===== config.mk =====
export PLATFORM = sky130hd
export DESIGN_NAME = tpg_monitor
export DESIGN_NICKNAME = d
export VERILOG_FILES = /design/src/rtl/tpg_monitor.sv
export SDC_FILE = /design/constraint.sdc
export NUM_CORES = 1
export LEC_CHECK = 0
export BUFFER_PORTS_ARGS = -buffer_cell sky130_fd_sc_hd__clkbuf_2
export CAP_MARGIN = 20
export CORE_UTILIZATION = 55
export CTS_BUF_LIST = sky130_fd_sc_hd__clkbuf_8
export DETAILED_ROUTE_END_ITERATION = 8
export PLACE_DENSITY = 0.75
export SLEW_MARGIN = 20
export SYNTH_ARGS = -nofsm -noshare
export SYNTH_HDL_FRONTEND = slang
export SYNTH_SLANG_ARGS = --single-unit

===== constraint.sdc =====
create_clock -name clk -period 2.1 [get_ports clk]
set_clock_uncertainty 0.15 [all_clocks]
set_input_delay 0.315 -clock clk [delete_from_list [all_inputs] [get_ports clk]]
set_output_delay 0.315 -clock clk [all_outputs]
set_load 0.01 [all_outputs]

===== src/rtl/tpg_monitor.sv =====
// Measures incoming test-pattern video: active width/height, frame count and per-frame integrity flags.
// Results are published one cycle after each frame-closing vs rise; input only, no backpressure.
module tpg_monitor #(
    parameter int PW     = 8,
    parameter int H_BITS = 12,
    parameter int V_BITS = 12
) (
    input  logic                clk,
    input  logic                rst,
    input  logic                hs,
    input  logic                vs,
    input  logic                vld,
    input  logic [3*PW-1:0]     rgb,
    output logic                locked,
    output logic [H_BITS-1:0]   act_width,
    output logic [V_BITS-1:0]   act_height,
    output logic [15:0]         frame_cnt,
    output logic                meas_vld,
    output logic                width_err,
    output logic                chan_err,
    output logic                seq_err
);

    typedef enum logic {IDLE, FRAME} state_t;

    state_t state, stateNext;

    logic              unusedHsD;
    logic              vsD, vldD;
    logic [H_BITS-1:0] pxCnt, refW;
    logic [V_BITS-1:0] lineCnt;
    logic              wErr, cErr, sErr;
    logic [PW-1:0]     prevR;
    logic              seedVld;

    logic              vsRise, inFrame, closeLine, pixelAct, firstLine;
    logic [PW-1:0]     rCur, gCur, bCur, rExpect;
    logic [H_BITS-1:0] pxInc, refClosed;
    logic [V_BITS-1:0] lineClosed;
    logic              wErrClosed, pxChanErr, pxSeqErr;

    assign rCur = rgb[3*PW-1 -: PW];
    assign gCur = rgb[2*PW-1 -: PW];
    assign bCur = rgb[PW-1:0];

    assign vsRise   = vs & ~vsD;
    assign inFrame  = (state == FRAME);
    // A line still open at vs rise is closed into the ending frame, same as a vld fall.
    assign closeLine = inFrame & vldD & (~vld | vsRise);
    // A pixel on the vs rise cycle already belongs to the new frame.
    assign pixelAct  = vld & (inFrame | vsRise);
    assign firstLine = (lineCnt == '0);

    assign pxInc      = (pxCnt == '1) ? pxCnt : pxCnt + H_BITS'(1);
    assign lineClosed = !closeLine ? lineCnt :
                        ((lineCnt == '1) ? lineCnt : lineCnt + V_BITS'(1));
    assign refClosed  = (closeLine & firstLine) ? pxCnt : refW;
    assign wErrClosed = wErr | (closeLine & ~firstLine & (pxCnt != refW));

    assign rExpect   = prevR + PW'(1);
    assign pxChanErr = pixelAct & ((rCur != gCur) | (gCur != bCur));
    assign pxSeqErr  = pixelAct & seedVld & (rCur != rExpect);

    always_comb begin
        stateNext = state;
        if (vsRise) begin
            stateNext = FRAME;
        end
    end

    always_ff @(posedge clk) begin
        if (rst) begin
            state <= IDLE;
        end else begin
            state <= stateNext;
        end
    end

    always_ff @(posedge clk) begin
        if (rst) begin
            unusedHsD  <= 1'b0;
            vsD        <= 1'b0;
            vldD       <= 1'b0;
            pxCnt      <= '0;
            refW       <= '0;
            lineCnt    <= '0;
            wErr       <= 1'b0;
            cErr       <= 1'b0;
            sErr       <= 1'b0;
            prevR      <= '0;
            seedVld    <= 1'b0;
            locked     <= 1'b0;
            act_width  <= '0;
            act_height <= '0;
            frame_cnt  <= '0;
            meas_vld   <= 1'b0;
            width_err  <= 1'b0;
            chan_err   <= 1'b0;
            seq_err    <= 1'b0;
        end else begin
            unusedHsD <= hs;
            vsD       <= vs;
            vldD      <= vld;
            meas_vld  <= 1'b0;

            // The red-ramp seed survives frame boundaries; only reset clears it.
            if (pixelAct) begin
                prevR   <= rCur;
                seedVld <= 1'b1;
            end

            if (inFrame & vsRise) begin
                act_width  <= refClosed;
                act_height <= lineClosed;
                width_err  <= wErrClosed;
                chan_err   <= cErr;
                seq_err    <= sErr;
                frame_cnt  <= frame_cnt + 16'd1;
                meas_vld   <= 1'b1;
            end

            if (vsRise) begin
                locked  <= 1'b1;
                lineCnt <= '0;
                refW    <= '0;
                wErr    <= 1'b0;
                cErr    <= pxChanErr;
                sErr    <= pxSeqErr;
                pxCnt   <= pixelAct ? H_BITS'(1) : '0;
            end else if (inFrame) begin
                lineCnt <= lineClosed;
                refW    <= refClosed;
                wErr    <= wErrClosed;
                cErr    <= cErr | pxChanErr;
                sErr    <= sErr | pxSeqErr;
                if (closeLine) begin
                    pxCnt <= '0;
                end else if (pixelAct) begin
                    pxCnt <= pxInc;
                end
            end
        end
    end

endmodule


Word level (Yosys, flattened, before mapping)

Cells that the tools add are included.
W data, S select, Z words.

Output and inout bits: 45
Logic and storage cells: 68
Bits of input ports: 29
Flip-flop bits (word level): 95

Muxes and demuxes: 14
Add/sub/neg operators: 4
Bitwise gates (word level): 20
Reductions and logical operators: 5
Equality and inequality tests: 7

Operators by type and width:

| cell                    | number |
|---|---|
| $mux W12                | 8 |
| $add A12 B1 Y12 const B | 2 |
| $eq A12 B12 Y1 const B  | 2 |
| $ne A8 B8 Y1            | 3 |
| $add A16 B1 Y16 const B | 1 |
| $logic_not A12 Y1       | 1 |
| $ne A12 B12 Y1          | 1 |
| $and A1 B1 Y1           | 11 |
| $add A8 B1 Y8 const B   | 1 |
| $mux W1                 | 6 |
| $or A1 B1 Y1            | 6 |
| $ne A3 B3 Y1 const B    | 1 |
| $not A1 Y1              | 3 |
| $reduce_and A3 Y1       | 1 |
| $reduce_bool A3 Y1      | 1 |
| $reduce_bool A2 Y1      | 1 |
| $reduce_or A2 Y1        | 1 |

Depth between registers and ports, before layout

Depth after elaboration: 9
Mapped depth: 8
Depth with buffers taken out: 7

Least setup slack after synthesis

No wires, ideal clock.

Path kind: register to register
From: reg lineCnt[0]
To: reg act_width[7]
Data arrival time: 1.623 ns
Stages on the path, launching flop included: 9
Library setup time: 0.139 ns
Path slack: 0.188 ns
Required time: 1.811 ns
Buffers on the path: 1
Clock period less this slack: 1.912 ns
Cells stage by stage: dfxtp_1 inv_1 ha_1 nor4b_2 nand3_2 a211oi_4 buf_8 mux2i_1 a211oi_2

Word-level cells in the longest chain between the ends: 3

RTL lines:

| what                   | RTL line | RTL |
|---|---|---|
| from (decl)            | 31       | `logic [V_BITS-1:0] lineCnt;` |
| from (signal assigned) | 131      | `lineCnt <= lineClosed;` |
| $logic_not A12 Y1      | 52       | `assign firstLine = (lineCnt == '0);` |
| $and A1 B1 Y1          | 57       | `assign refClosed = (closeLine & firstLine) ? pxCnt : refW;` |
| $mux W12               | 57       |  |
| to (signal assigned)   | 113      | `act_width <= refClosed;` |
| to (decl)              | 15       | `output logic [H_BITS-1:0] act_width,` |

No other way between the ends.
A chain may end at the register's enable or synchronous reset.

Worst setup path after layout

From: reg lineCnt[0]
To: reg act_width[6]

Same word-level chain as after synthesis.

==> impl_metrics.toml <==
[cts]
cts_buffer_depth = 2
cts_root_buf = "clkbuf_8"
clk_pin_slew_ps = 100
cts_hold_buffers = 0
numCtsBuffers = 9
insertion_delay_ps = 370
cts_sinks = 95
cts_tree = "built"
htreeDepth = 3

[finish]
layout_commonest_cell = "dfxtp_1"
syn2layout_area_growth_pct = 19.8
final_cell_mix = "dfxtp_1 (93), nor2_1 (76), clkbuf_2 (72)"
antenna_cells = 0
nets = 637
drive_gt1_share_pct = 24.2
stdcell_count = 710

[critical_path]
cp_data_required_time_ps = 2200
cp.arrival_ps = 2170
start_kind = "flip-flop"
critPathMaxFanout = 6
crit_path_max_incr_delay_ps = 350
crit_chain = "inv_2 -> ha_4 -> nor4b_4 -> nand3_2 -> a211oi_4 -> clkbuf_16 -> mux2i_2 -> a211oi_2"
critPathSlowestCell = "dfxtp_2"
endpoint_kind = "flip-flop"
worst-setup-path-type = "flip-flop to flip-flop"

[place]
place_ws_ps = 82.5
dp_cells = 691
globalplace.congestion = 0.898
hpwl_um = 7150
portBuffers = 72

[power_and_ir_drop]
p_total_mw = 3.59
ir_worst_vdd_mv = 0.388
p_leak_nw = 2.13
power_density_nw_per_um2 = 661

[timing]
finalHoldViolCount = 0
fin_crit_sh_pct = 98.5
final_max_slew_viol_count = 0
rsz0062_at_grt = "yes"
period_needed_ps = 2070
fmax_mhz = 483
finalSetupViolations = 0
layout_setup_ws_ps = 31.3
slew_headroom_pct = 69.9
finalSetupTns_ps = 0
worst_slew_pin_slew_ps = 450

[route]
wl_per_cell_um = 14.3
drt-total-wl_um = 10100
dr.pass1.iters = 5
viasPerCell = 5.66
vias = 4016
drc = 0
antenna_left = 0
first_iter_violations = 159

[yosys]
synth_area_per_cell_um2 = 8.63
synth_edf_count = 0
ys.flop_type = "dfxtp_1"
ys_ff_latch = 95
syn-num-nets = 559
yosysSeqAreaShare_pct = 42.0
syn_inst = 525
synth-async-reset-ratio_pct = 0
yosysUniqueCellTypes = 55
syn-cell-area_um2 = 4530
ys_warn_count = 0

[die]
die_w_um = 92.7
start_util_pct = 57.7
die_h_um = 92.7
io_pins = 74
rows = 32
die_area_um2 = 8600
design.core.area_um2 = 7850

[grt]
grt_pass1_wl_um = 16800
antenna_found_initial = 0
grt_max_degree = 39
grt_pass1_vias = 3696
grt.overflow.total = 0
track_usage_pct = 24.1

[run_status]
outcome = "finished, final reports clean"

[worst_hold_path]
hp-class = "input pin to flip-flop"

[run]
max_cap_violations = 0
kinds of logic after synthesis:
group | synth area share [%]
xor+xnor | 8.31
compound gates | 15.3
flops | 42.0
fa+ha+maj | 1.38
simple gates | 25.8
mux | 3.54
buf+inv | 3.73
sequential cells by signal (all words and copies together), names as in the netlist, 8 cells and up:
signal	cells
act_height	12
refW	12
lineCnt	12
act_width	12
frame_cnt	16
prevR	8
pxCnt	12
stage by stage:
stage | hold WS [ps] | cell area, um^2 | util (%)
3_3_place_gp | 293 | 5080 | 64.7
3_5_place_dp | 294 | 5080 | 64.7
2_1_floorplan | 274 | 4530 | -
4_1_cts | 56.3 | 5300 | 67.6
6_report | 62.8 | 5420 | 69.1
5_1_grt | 61.3 | 5420 | 69.1
metal layers:
layer,GRT usage (%),part of all wire (%)
met4,5.77,1.2
met1,30.9,48
met5,0,0
met3,5.50,5.2
met2,40.9,46
cells in the mapped netlist (3+ instances only):
cell | instances | area [um^2]
nand3_1 | 24 | 120
o31ai_1 | 5 | 37.5
clkbuf_1 | 17 | 63.8
a21o_1 | 3 | 22.5
nor4_1 | 10 | 62.6
inv_1 | 8 | 30.0
ha_1 | 5 | 62.6
buf_2 | 8 | 40.0
and2_1 | 3 | 18.8
nand2_1 | 48 | 180
xnor2_1 | 12 | 105
xor2_1 | 31 | 272
nor2b_1 | 5 | 31.3
nor3_1 | 17 | 85.1
o21ai_0 | 4 | 20.0
and3_1 | 13 | 81.3
nand3b_1 | 5 | 37.5
dfxtp_1 | 95 | 1900
nand4_1 | 11 | 68.8
a211oi_2 | 11 | 138
nand2b_1 | 3 | 18.8
mux2i_1 | 16 | 160
nor2_1 | 77 | 289
a21oi_1 | 33 | 165
a211oi_1 | 12 | 90.1
o22ai_1 | 5 | 31.3
and4_1 | 6 | 52.6
worst paths after layout:
check / startpoint / to / slack, ps / cells after the start
max: lineCnt[0] / act_width[6] / 30 / 8
min: rgb[16] / prevR[0] / 60 / 3
max reg2reg: lineCnt[0] / act_width[6] / 30 / 8
min reg2reg: cErr / chan_err / 300 / 2
layout make-up:
type / instances / area [um^2]
multi-input combinational: 392 / 2540
fill: 638 / 2420
sequential: 95 / 1900
timing repair buffer: 97 / 591
tap: 102 / 128
clock buffer: 9 / 124
clock inverter: 7 / 104
inverter: 8 / 30.0
where the power goes:
group	switching (mW)	internal (mW)
Sequential	0.0378	1.84
Clock	0.679	0.687
Combinational	0.196	0.143
Total	0.913	2.67
worst max-delay path: cells and delay by family (launching register included):
kind            cells  cell delay (ps)
fa+ha+maj           1              130
simple gates        2              320
mux                 1              270
flops               1              350
buf+inv             2              320
compound gates      2              410
repair_timing:
action                     4_1_cts  5_1_grt
buffers inserted                 0        2
resized for setup                0       20
setup endpoints to repair        0       23
Power figures use the tool's default switching activity.
